$ cat src/rtl/const_weight_gen_pkg.sv
// Shared widths, FSM state type and pattern-mask helpers for the constant-weight enumerator.
// Pure declarations: no logic, no latency, no flow control.
package cwg_pkg;

    localparam int WIDTH = 12;
    localparam int CNT_W = 5;
    localparam int IDX_W = 10;

    typedef enum logic [1:0] {
        IDLE = 2'd0,
        EMIT = 2'd1,
        FIN  = 2'd2
    } state_t;

    // Lowest word of weight k: ones packed at the LSB end.
    function automatic logic [WIDTH-1:0] first_word(input logic [CNT_W-1:0] k);
        logic [WIDTH:0] ones;
        ones = ({{WIDTH{1'b0}}, 1'b1} << k) - {{WIDTH{1'b0}}, 1'b1};
        return ones[WIDTH-1:0];
    endfunction

    // Highest word of weight k: ones packed at the MSB end. Assumes k <= WIDTH.
    function automatic logic [WIDTH-1:0] last_mask(input logic [CNT_W-1:0] k);
        logic [WIDTH:0] ones;
        logic [WIDTH:0] shifted;
        ones    = ({{WIDTH{1'b0}}, 1'b1} << k) - {{WIDTH{1'b0}}, 1'b1};
        shifted = ones << (CNT_W'(WIDTH) - k);
        return shifted[WIDTH-1:0];
    endfunction

endpackage

$ cat src/rtl/const_weight_gen_if.sv
// Control and valid/ready output stream of the enumerator; master = requester/consumer side.
// Wires only: no latency; out_ready is the sole backpressure input.
interface const_weight_gen_if;
    import cwg_pkg::*;

    logic             start;
    logic [CNT_W-1:0] k;
    logic             busy;
    logic             err;
    logic             out_valid;
    logic             out_ready;
    logic [WIDTH-1:0] out_word;
    logic [IDX_W-1:0] out_index;
    logic             out_last;
    logic             done;

    modport master (
        output start, k, out_ready,
        input  busy, err, out_valid, out_word, out_index, out_last, done
    );

    modport slave (
        input  start, k, out_ready,
        output busy, err, out_valid, out_word, out_index, out_last, done
    );

endinterface

$ cat src/rtl/const_weight_gen_tz_count.sv
// Trailing-zero count of a word; an all-zero word reports W.
// Purely combinational, no flow control.
module tz_count #(
    parameter int W  = 12,
    parameter int CW = 5
) (
    input  logic [W-1:0]  word,
    output logic [CW-1:0] tz
);

    // Scan MSB to LSB so the lowest set bit wins.
    always_comb begin
        tz = CW'(W);
        for (int i = W - 1; i >= 0; i--) begin
            if (word[i]) tz = CW'(i);
        end
    end

endmodule

$ cat src/rtl/const_weight_gen.sv
// Enumerates every WIDTH-bit word of weight k in ascending order; first word one cycle after start, then one per cycle.
// Word/index/last hold while out_valid && !out_ready; out_valid is state-registered and never depends on out_ready.
module const_weight_gen
    import cwg_pkg::*;
(
    input  logic             clk,
    input  logic             rst_n,
    const_weight_gen_if.slave bus
);

    state_t           state_q, state_d;
    logic [WIDTH-1:0] word_q, word_d;
    logic [IDX_W-1:0] index_q, index_d;
    logic [CNT_W-1:0] k_q, k_d;
    logic             last_q, last_d;
    logic             err_q, err_d;

    logic [CNT_W-1:0] tz;
    logic [WIDTH:0]   x, c, r, nxt;

    tz_count #(.W(WIDTH), .CW(CNT_W)) u_tz (
        .word (word_q),
        .tz   (tz)
    );

    // Gosper step with the division by the lowest set bit done as a shift by tz.
    always_comb begin
        x   = {1'b0, word_q};
        c   = x & (-x);
        r   = x + c;
        nxt = (((r ^ x) >> 2) >> tz) | r;
    end

    always_comb begin
        state_d = state_q;
        word_d  = word_q;
        index_d = index_q;
        k_d     = k_q;
        last_d  = last_q;
        err_d   = 1'b0;
        case (state_q)
            IDLE: begin
                if (bus.start) begin
                    if (bus.k > CNT_W'(WIDTH)) begin
                        err_d = 1'b1;
                    end else begin
                        k_d     = bus.k;
                        word_d  = first_word(bus.k);
                        index_d = '0;
                        last_d  = (first_word(bus.k) == last_mask(bus.k));
                        state_d = EMIT;
                    end
                end
            end
            EMIT: begin
                if (bus.out_ready) begin
                    if (last_q) begin
                        state_d = FIN;
                    end else begin
                        word_d  = nxt[WIDTH-1:0];
                        index_d = index_q + 1'b1;
                        last_d  = (nxt[WIDTH-1:0] == last_mask(k_q));
                    end
                end
            end
            FIN:     state_d = IDLE;
            default: state_d = IDLE;
        endcase
    end

    always_ff @(posedge clk) begin
        if (!rst_n) begin
            state_q <= IDLE;
            word_q  <= '0;
            index_q <= '0;
            k_q     <= '0;
            last_q  <= 1'b0;
            err_q   <= 1'b0;
        end else begin
            state_q <= state_d;
            word_q  <= word_d;
            index_q <= index_d;
            k_q     <= k_d;
            last_q  <= last_d;
            err_q   <= err_d;
        end
    end

    assign bus.busy      = (state_q != IDLE);
    assign bus.out_valid = (state_q == EMIT);
    assign bus.done      = (state_q == FIN);
    assign bus.err       = err_q;
    assign bus.out_word  = word_q;
    assign bus.out_index = index_q;
    assign bus.out_last  = last_q;

endmodule
$ cat src/flat_wrapper.sv
// flat-port wrapper written by rule: the top's interface ports become plain ports
module const_weight_gen_flat import cwg_pkg::*;
  (clk, rst_n, bus_start, bus_k, bus_out_ready, bus_busy, bus_err, bus_out_valid, bus_out_word, bus_out_index, bus_out_last, bus_done);
  const_weight_gen_if bus_i ();
  input  logic clk;
  input  logic rst_n;
  input wire logic [$bits(bus_i.start)-1:0] bus_start;
  input wire logic [$bits(bus_i.k)-1:0] bus_k;
  input wire logic [$bits(bus_i.out_ready)-1:0] bus_out_ready;
  output wire logic [$bits(bus_i.busy)-1:0] bus_busy;
  output wire logic [$bits(bus_i.err)-1:0] bus_err;
  output wire logic [$bits(bus_i.out_valid)-1:0] bus_out_valid;
  output wire logic [$bits(bus_i.out_word)-1:0] bus_out_word;
  output wire logic [$bits(bus_i.out_index)-1:0] bus_out_index;
  output wire logic [$bits(bus_i.out_last)-1:0] bus_out_last;
  output wire logic [$bits(bus_i.done)-1:0] bus_done;
  assign bus_i.start = bus_start;
  assign bus_i.k = bus_k;
  assign bus_i.out_ready = bus_out_ready;
  assign bus_busy = bus_i.busy;
  assign bus_err = bus_i.err;
  assign bus_out_valid = bus_i.out_valid;
  assign bus_out_word = bus_i.out_word;
  assign bus_out_index = bus_i.out_index;
  assign bus_out_last = bus_i.out_last;
  assign bus_done = bus_i.done;
  const_weight_gen u_core (.clk(clk), .rst_n(rst_n), .bus(bus_i));
endmodule
$ cat config.mk
export PLATFORM = sky130hd
export DESIGN_NAME = const_weight_gen_flat
export DESIGN_NICKNAME = d
export VERILOG_FILES = /design/src/rtl/const_weight_gen_pkg.sv /design/src/rtl/const_weight_gen_if.sv /design/src/rtl/const_weight_gen_tz_count.sv /design/src/rtl/const_weight_gen.sv /design/src/flat_wrapper.sv
export SDC_FILE = /design/constraint.sdc
export NUM_CORES = 1
export LEC_CHECK = 0
export BUFFER_PORTS_ARGS = -buffer_cell sky130_fd_sc_hd__buf_4
export CORE_AREA = 5 5 112 114
export CTS_CLUSTER_SIZE = 28
export DETAILED_ROUTE_END_ITERATION = 8
export DIE_AREA = 0 0 117 119
export PLACE_DENSITY = 0.66
export SETUP_SLACK_MARGIN = 0.5
export SKIP_CTS_REPAIR_TIMING = 1
export SYNTH_ARGS = -nofsm -noshare
export SYNTH_HDL_FRONTEND = slang
export SYNTH_HIERARCHICAL = 1
export SYNTH_SLANG_ARGS = --single-unit
export TNS_END_PERCENT = 10
$ cat constraint.sdc
create_clock -name clk -period 4.11 [get_ports clk]
set_clock_uncertainty 0.1 [all_clocks]
set_input_delay 0.6165 -clock clk [delete_from_list [all_inputs] [get_ports clk]]
set_output_delay 0.6165 -clock clk [all_outputs]
set_load 0.01 [all_outputs]
==> reports/metrics.cfg, run 1 <==
[status]
status = complete, no violations

[yosys]
synthTopCellsByArea = dfxtp_1 12%, nand2_1 6.0%, a21oi_1 5.4%, nor2_1 5.0%, o21ai_0 4.0%
ys_top_cells_by_count = 80 x nand2_1, 66 x nor2_1, 54 x a21oi_1
syn_avg_cell_area_um2 = 6.66
synth.most_common_cell = nand2_1
synth_area_leader_cell = dfxtp_1
netlist_instances = 748
ys_seq_elements = 31
synth_edf_count = 0
async_flop_share_pct = 0
synth_cell_type_count = 88
syn_area_um2 = 4980
synth_top_cell_area_share_pct = 12.5
ys.flop_type = dfxtp_1
synthesis.nets = 772
synth_seq_area_share_pct = 12.5
synth-warning-count = 6

[placed_design]
hpwl_um = 13000
numPortBuffers = 35
placed_cell_area_um2 = 5520
gp_congestion = 0.940

[power]
power.total_mw = 1.82
ir_drop_mv = 0.262
p_leak_nw = 2.17
power_density_nw_per_um2 = 311

[cts]
clock_path_buffers = 2
clkLatencyLatePin_ns = 0.30
clk_pin_slew_ns = 0.05
htree_levels = 2
cts_tree = built
cts_buffers = 5
clkSinkCount = 31
cts_root_buffer = clkbuf_16

[sta]
tightest_slew_ns = 0.691
post-route-period-util_pct = 84.5
slew_viol_final = 0
min_period_ns = 3.47
tns_ns = 0
hold_viol = 0
setup_viol = 0
hold_slack_ns = 0.386
rsz0062_at_grt = false
fmax_ghz = 0.288
slew-limit-headroom_pct = 53.3

[worst_setup_path]
critPathCaptureType = register
crit_buf_inv = 4
required_ns = 4.25
cp_common_cell = buf_4
worstPathCellList = buf_4 > clkinvlp_4 > buf_4 > ha_1 > buf_4 > nor4b_1 > xnor2_2 > and2_1 > o21ai_1 > xnor2_1 > o311ai_1 > nand4_1 > nand2_1 > o2bb2ai_1 > a31o_1
cpMaxStageDelayCell = nor4b_1
critical_path_arrival_ns = 3.61
critPathMaxStageDelay_ns = 0.50
crit_type = in2reg
cp_max_fo = 11
cp_top_family = simple AND/OR/NAND/NOR gates
startpoint_type = input pin

[drt]
routed_wl_um = 17400
vias_per_cell = 6.51
routedWlPerCell_um = 19.0
drc = 0
vias = 5974
first_pass_iters = 5
ant_nets = 0
drt_iter0_markers = 653

[global_routing]
grtUsageTotal_pct = 24.6
grt_first_pass_wirelength_um = 28200
antenna_found_initial = 0
grt_max_degree = 31
grt-ovfl-total = 0
grt_pass1_vias = 5524

[flow_run]
maxCapViolCount = 0

[die]
ioPinCount = 36
start_util_pct = 44.0
die_width_um = 117
die-area_um2 = 13900
fp-row-count = 39
core_um2 = 11300
die_h_um = 119

[layout]
diodes = 0
synthToLayoutAreaGrowth_pct = 17.5
final_cell_area_um2 = 5850
fin_nets = 797
drive_gt1_share_pct = 19.1

[min_path]
hold_class = reg2reg

==> final timing paths <==
path	startpoint	end	slack, ns	cells after the start
worst max register to register	u_core/k_q[1]	u_core/bus.out_last	0.65	15
worst max-delay path	bus_k[0]	u_core/bus.out_last	0.64	15
worst min register to register	u_core/bus.out_index[9]	u_core/bus.out_index[9]	0.39	2
worst min-delay path	u_core/bus.out_index[9]	u_core/bus.out_index[9]	0.39	2
==> power breakdown <==
part / internal (mW) / total [mW] / switching (mW) / leakage (nW)
clock: 0.302 / 0.460 / 0.158 / 0.0868
combinational: 0.392 / 1.02 / 0.627 / 1.83
sequential: 0.317 / 0.343 / 0.0265 / 0.255
total: 1.01 / 1.82 / 0.812 / 2.17
==> per-stage QoR <==
step	setup WS, ns	utilization [%]	std cells
after floorplan	0.507	-	748
after global placement	0.158	48.8	907
after detailed placement	0.132	48.8	907
after CTS	0.416	50.3	915
after global routing	0.470	51.7	917
final	0.638	51.7	917
==> worst reg2reg max path, cell delays in order, from the launching register on <==
cell and delay, ns:
dfxtp_4 0.37, inv_1 0.08, ha_4 0.18, ha_1 0.19, or3b_4 0.27, ha_4 0.17
or4b_4 0.47, nor2_1 0.10, a21oi_1 0.08, o211a_1 0.22, o32a_1 0.33, o211ai_1 0.18
xor2_1 0.17, nand4_1 0.14, nor3_2 0.20, a31o_1 0.15
==> sequential cells by signal (all words and copies together) (netlist names) <==
name,flops
u_core/bus.out_index,10
u_core/state_q,2
u_core/bus.out_last,1
u_core/k_q,5
u_core/bus.out_word,12
u_core/bus.err,1
==> cell families (layout without fill, tap and decap cells) <==
| kind of cell | count (synthesis) | in the layout | synth area share, % |
|---|---|---|---|
| and+or+nand+nor | 317 | 317 | 32.8 |
| AOI/OAI and AO/OA | 263 | 263 | 37.0 |
| buffers and inverters | 84 | 110 | 6.73 |
| DFF | 31 | 31 | 12.5 |
| xor gates and xnor gates | 26 | 26 | 4.57 |
| adders and majority gates | 15 | 15 | 3.77 |
| muxes | 11 | 11 | 2.51 |
| other | 1 | 1 | 0.0753 |
==> cell type report <==
cell class | instances | area (um^2)
sequential | 31 | 629
fill | 1148 | 5470
tap | 143 | 179
inverter | 28 | 114
multi-input combinational | 633 | 4200
timing repair buffer | 74 | 553
clock buffer | 6 | 139
clock inverter | 2 | 35.0
==> per-layer routing <==
layer,part of all wire [%],track usage [%],up-vias
li1,-,-,2855
met1,44,33.8,2792
met2,46,38.7,283
met3,7.6,5.43,44
met4,2.7,6.67,0
met5,0,0,-
==> placed cells by master, fill, tap and decap left out, types with 5 or more instances in the layout <==
cell and count:
dfxtp_1 26, xnor2_1 14, a211oi_1 16, or2_2 9, nand2_1 80, clkbuf_16 5, a22oi_1 6, nor3_1 27
ha_1 9, xor2_1 11, a311oi_1 5, nor2b_1 20, nor3b_1 5, o21a_1 10, o211ai_1 26, a21o_1 6
inv_1 23, a21oi_2 5, and3_1 14, a31oi_1 15, or3_1 10, nor2_1 66, nand2b_1 6, mux2i_1 8
o21ai_0 38, nand3_1 25, and2_1 9, nor4_1 9, buf_4 73, o31ai_1 5, a21oi_1 49, nand4_1 8
a21boi_0 9
Note: power is estimated with default switching activity, not from simulation.
==> inputs of run 2 (changes only) <==
PLACE_DENSITY = 0.63   (was 0.66)
clock period = 3.25 ns   (was 4.11 ns; I/O delays follow)
==> run 2 against run 1 <==
The run now ends with setup timing left. Core utilization up 8.3 points. Sequential share of layout area shrank 1.4 points. Design area is 16% higher. Setup slack lost 0.68 ns. Clock power grew 5.7%. Register-to-register slack worse by 0.70 ns. Hold slack got worse by 0.019 ns. Non-clock buffer count up 86. Wire length rose by 1.3%. Clock-buffer cell count is 1 higher. Sequential power up 27%. Highest routed layer unchanged.
==> reports/metrics.cfg, run 2 (same netlist as run 1, synthesis figures left out) <==
[sta]
min_period_ns = 3.30
post-route-period-util_pct = 101
hold_viol = 0  ; unchanged
tns_ns = -0.0463  ; -0.0463 ns
setup_viol = 1  ; +1
slew-limit-headroom_pct = 44.9  ; -8.4 points
rsz0062_at_grt = true
tightest_slew_ns = 0.821  ; +0.129 ns
worst_slack_ns = -0.0463  ; -0.684 ns
hold_slack_ns = 0.367  ; -0.0193 ns
fmax_ghz = 0.303
slew_viol_final = 0  ; unchanged

[die]
fp-row-count = 39  ; unchanged
die_h_um = 119  ; unchanged
ioPinCount = 36  ; unchanged
die-area_um2 = 13900  ; unchanged
core_um2 = 11300  ; unchanged
die_width_um = 117  ; unchanged
start_util_pct = 44.0  ; unchanged

[power]
intPower_mw = 1.42  ; +40%
power_density_nw_per_um2 = 369  ; +19%
power_frac_seq_pct = 17.3  ; -1.5 points
ir_drop_mv = 0.293  ; +12%
p_sw_share_pct = 43.4  ; -1.1 points
clockPowerShare_pct = 19.4  ; -5.8 points
p_leak_nw = 2.64  ; +22%
power.total_mw = 2.51  ; +38%
pwr-share-comb_pct = 63.3  ; +7.4 points
p_sw_mw = 1.09  ; +34%

[layout]
diodes = 0  ; unchanged
final_util_pct = 60.0  ; +8.3 points
synthToLayoutAreaGrowth_pct = 36.3
largest_reg_flops = 12  ; unchanged
fill_cells = 1074  ; -6.4%
final_cell_area_um2 = 6790  ; +16%
final_common_cell = buf_4
fin_nets = 883  ; +11%
final_cell_mix = 155 x buf_4, 79 x nand2_1, 61 x nor2_1
drive_gt1_share_pct = 32.8  ; +14 points
final_cell_count_no_fill = 1003  ; +9.4%

[worst_setup_path]
crit_type = reg2reg
required_ns = 3.37  ; -0.88 ns
startpoint_type = register
cp_max_fo = 4  ; -7
critical_path_arrival_ns = 3.42  ; -0.19 ns
reg2reg_from = u_core/k_q[0]
rrSetupSlack_ns = -0.05  ; -0.70 ns
worstRegToRegCells = 17  ; +2
critPathCaptureType = register
reg2reg_to = u_core/bus.out_last

[global_routing]
grt_first_pass_wirelength_um = 28000  ; -0.73%
antenna_found_initial = 0  ; unchanged
grt_pass1_vias = 5702  ; +3.2%
grt_max_degree = 31  ; unchanged
grtUsageTotal_pct = 24.1  ; -0.49 points
grt-ovfl-total = 0  ; unchanged

[flow_run]
maxCapViolCount = 0  ; unchanged

[cts]
clkLatencyLatePin_ns = 0.27  ; -0.03 ns
cts_root_buffer = clkbuf_16
clkSinkCount = 31  ; unchanged
cts_tree = built
cts_buffers = 5  ; unchanged
clk_pin_slew_ns = 0.05  ; about the same
htree_levels = 2  ; unchanged
clock_path_buffers = 2  ; unchanged

[placed_design]
placed_cells = 990  ; +9.2%
hpwl_um = 13500  ; +4.2%
dp_slack_ns = -0.274  ; -0.406 ns
numPortBuffers = 35  ; unchanged
gp_congestion = 0.957  ; +1.8%
placed_cell_area_um2 = 6240  ; +13%

[min_path]
min_to = u_core/bus.err
hold_class = in2reg
hold_path_startpoint = bus_start
holdPathStages = 3  ; +1

[drt]
routedWlPerCell_um = 17.6  ; -7.4%
first_pass_iters = 5  ; unchanged
routed_wl_um = 17600  ; +1.3%
vias_per_cell = 6.32  ; -3.0%
drc = 0  ; unchanged
drt_iter0_markers = 453  ; -31%
vias = 6336  ; +6.1%
ant_nets = 0  ; unchanged

[status]
status = finished, violations left
violations = setup timing

run 2: area by class of cell:
class | count | area, um^2 | area share (%)
Tap cell | 143 | 179 | 2.64
Sequential cell | 31 | 636 | 9.36
Clock buffer | 7 | 153 | 2.25
Clock inverter | 1 | 7.51 | 0.111
Timing Repair Buffer | 160 | 1230 | 18.1
Multi-Input combinational cell | 633 | 4470 | 65.8
Inverter | 28 | 116 | 1.71
run 2: worst max path at each step:
stage / startpoint / end / slack, ns / cells past startpoint
after floorplan: u_core/k_q[0] / u_core/bus.out_last / -0.14 / 17
after global placement: bus_k[0] / u_core/bus.out_last / -0.24 / 14
after detailed placement: bus_k[0] / u_core/bus.out_last / -0.27 / 14
after CTS: u_core/k_q[1] / u_core/bus.out_last / -0.15 / 15
after global routing: u_core/k_q[0] / u_core/bus.out_last / -0.20 / 17
final: u_core/k_q[0] / u_core/bus.out_last / -0.05 / 17
run 2: layer usage:
layer	part of all wire [%]	routed length (um)	global-route usage [%]	vias to the layer above
li1	-	-	-	3034
met1	44	7800	33.4	3010
met2	47	8310	39.0	248
met3	5.4	946	2.33	44
met4	3.3	580	7.89	0
met5	0	0	0	-
run 2: power by group through the flow:
| stage | Sequential [mW] | Combinational, mW | Clock [mW] |
|---|---|---|---|
| 3_5_place_dp | 0.439 | 1.39 | 0 |
| 5_1_grt | 0.439 | 1.71 | 0.515 |
| 6_report | 0.435 | 1.59 | 0.486 |
| 2_1_floorplan | 0.444 | 0.895 | 0 |
| 4_1_cts | 0.431 | 1.40 | 0.496 |
| 3_3_place_gp | 0.438 | 1.38 | 0 |
run 2: critical path, cell delays in order (launching register included):
cell and delay (ns):
dfxtp_4 0.36, inv_8 0.05, ha_4 0.13, ha_4 0.12, or3b_4 0.39, ha_4 0.19
buf_4 0.15, nand2b_4 0.07, o2111a_2 0.24, nor3_4 0.06, o32ai_4 0.17, mux2i_2 0.16
buf_4 0.17, a221oi_2 0.28, xnor2_1 0.15, nand4_1 0.11, nor3_2 0.19, a31o_1 0.17
==> inputs of run 3 (changes only) <==
CELL_PAD_IN_SITES_DETAIL_PLACEMENT = 1   (was default)
CELL_PAD_IN_SITES_GLOBAL_PLACEMENT = 2   (was default)
CORE_AREA = 5 5 126 128   (was 5 5 112 114)
DIE_AREA = 0 0 131 133   (was 0 0 117 119)
PLACE_DENSITY = 0.83   (was 0.63)
SLEW_MARGIN = 5   (was default)
==> run 3 against run 2 <==
The flow still finishes with violations (setup timing). Critical path depth fell by 2. Register-to-register slack got worse by 0.14 ns. Sequential share of layout area fell by 0.25 points. Die area rose by 25%. Critical endpoint unchanged. Largest power group unchanged. Sequential power fell by 1%. Combinational power barely moved. Cell count rose by 7.9%. Power rose by 4.4%.
==> reports/metrics.cfg, run 3 (same netlist as run 1, synthesis figures left out) <==
[status]
status = finished, violations left
violations = setup timing

[die]
die_h_um = 133  ; +12%
start_util_pct = 33.8  ; -10 points
die_width_um = 131  ; +12%
fp-row-count = 45  ; +15%
ioPinCount = 36  ; unchanged
die-area_um2 = 17400  ; +25%
core_um2 = 14800  ; +30%

[sta]
worst_slack_ns = -0.189  ; -0.142 ns
slew_viol_final = 0  ; unchanged
setup_viol = 1  ; unchanged
fmax_ghz = 0.291  ; -4.1%
post-route-period-util_pct = 106  ; +4.4 points
slew-limit-headroom_pct = 49.2  ; +4.3 points
hold_slack_ns = 0.353  ; -0.0139 ns
min_period_ns = 3.44  ; +0.142 ns
tightest_slew_ns = 0.757  ; -0.0640 ns
tns_ns = -0.189  ; -0.142 ns
hold_viol = 0  ; unchanged
rsz0062_at_grt = true

[layout]
final_common_cell = buf_4
drive_gt1_share_pct = 30.1  ; -2.7 points
final_cell_mix = 190 x buf_4, 80 x nand2_1, 64 x nor2_1
diodes = 0  ; unchanged
fin_nets = 917  ; +3.9%
largest_reg_flops = 12  ; unchanged
regArea_um2 = 627  ; -1.4%
final_cell_count_no_fill = 1082  ; +7.9%
fill_cells = 1907  ; +78%
multi_input_area_um2 = 4230  ; -5.4%
synthToLayoutAreaGrowth_pct = 38.1

[drt]
routed_wl_um = 21700  ; +23%
drc = 0  ; unchanged
vias = 6538  ; +3.2%
first_pass_iters = 5  ; unchanged
drt_iter0_markers = 453  ; unchanged
ant_nets = 0  ; unchanged
routedWlPerCell_um = 20.1  ; +14%
vias_per_cell = 6.04  ; -4.3%

[power]
p_leak_nw = 2.78  ; +5.3%
power_density_nw_per_um2 = 381  ; +3.0%
power.total_mw = 2.62  ; +4.4%
ir_drop_mv = 0.172  ; -41%

[cts]
clk_pin_slew_ns = 0.06  ; about the same
clkLatencyLatePin_ns = 0.29  ; +0.02 ns
htree_levels = 2  ; unchanged
cts_buffers = 5  ; unchanged
cts_tree = built
clock_path_buffers = 2  ; unchanged
cts_root_buffer = clkbuf_16
clkSinkCount = 31  ; unchanged

[global_routing]
grt_max_degree = 31  ; unchanged
grt_pass1_vias = 6719  ; +18%
grtUsageTotal_pct = 24.3  ; +0.18 points
antenna_found_initial = 0  ; unchanged
grt-ovfl-total = 0  ; unchanged
grt_first_pass_wirelength_um = 34500  ; +23%

[placed_design]
gp_congestion = 1.01  ; +5.3%
numPortBuffers = 35  ; unchanged
hpwl_um = 17400  ; +29%
placed_cells = 1071  ; +8.2%

[worst_setup_path]
critical_path_arrival_ns = 3.57  ; +0.15 ns
worstRegToRegCells = 15  ; -2
crit_type = reg2reg
reg2reg_from = u_core/k_q[0]
reg2reg_to = u_core/bus.out_last
rrSetupSlack_ns = -0.19  ; -0.14 ns
required_ns = 3.38  ; about the same
critPathCaptureType = register
cp_max_fo = 6  ; +2
startpoint_type = register

[min_path]
min_to = u_core/bus.err
hold_path_startpoint = bus_start
holdPathStages = 3  ; unchanged
hold_class = in2reg

[flow_run]
maxCapViolCount = 0  ; unchanged

[run 3: layout make-up]
cell class              instances  area share (%)
flip-flops and latches         31            9.11
clock inverters                 2           0.509
multi-input cells             633            61.5
well taps                     188            3.42
clock buffers                   6            2.02
repair buffers                194            21.8
inverters                      28            1.69
[run 3: critical path: stages, from the launching register on]
cell and delay, ns:
dfxtp_4 0.37, inv_8 0.03, ha_4 0.16, ha_4 0.15
or3b_4 0.24, ha_4 0.19, or4b_4 0.50, nor2_4 0.12
a21oi_2 0.06, o211a_1 0.23, o32a_1 0.29, o211ai_1 0.26
xor2_1 0.18, nand4_1 0.11, nor3_2 0.23, a31o_1 0.16
[run 3: how the worst max path moves through the flow]
stage                     cells past startpoint     startpoint  slack, ns             endpoint
final                                        15  u_core/k_q[0]      -0.19  u_core/bus.out_last
after global routing                         15  u_core/k_q[0]      -0.25  u_core/bus.out_last
after CTS                                    15  u_core/k_q[1]      -0.36  u_core/bus.out_last
after detailed placement                     16       bus_k[1]      -0.36  u_core/bus.out_last
after global placement                       16       bus_k[1]      -0.28  u_core/bus.out_last
after floorplan                              17  u_core/k_q[0]      -0.14  u_core/bus.out_last
[run 3: power by group]
part           leakage, nW  total [mW]  switching [mW]  internal, mW
Combinational         2.44        1.62           0.913         0.704
Sequential           0.254       0.429          0.0292         0.400
Clock               0.0868       0.571           0.190         0.381
[run 3: layer usage]
metal  vias up  track usage, %  share of wire, %
met3        45            3.35               4.4
met2       176            41.7                49
met5         -               0                 0
li1       3106               -                 -
met1      3211            31.5                44
met4         0            6.40               2.6
[run 3: through the flow]
step	util [%]	cell area [um^2]	setup slack, ns
after floorplan	-	5160	-0.139
after global placement	44.7	6590	-0.275
after detailed placement	44.7	6590	-0.358
after CTS	45.9	6770	-0.362
after global routing	46.6	6880	-0.249
final	46.6	6880	-0.189
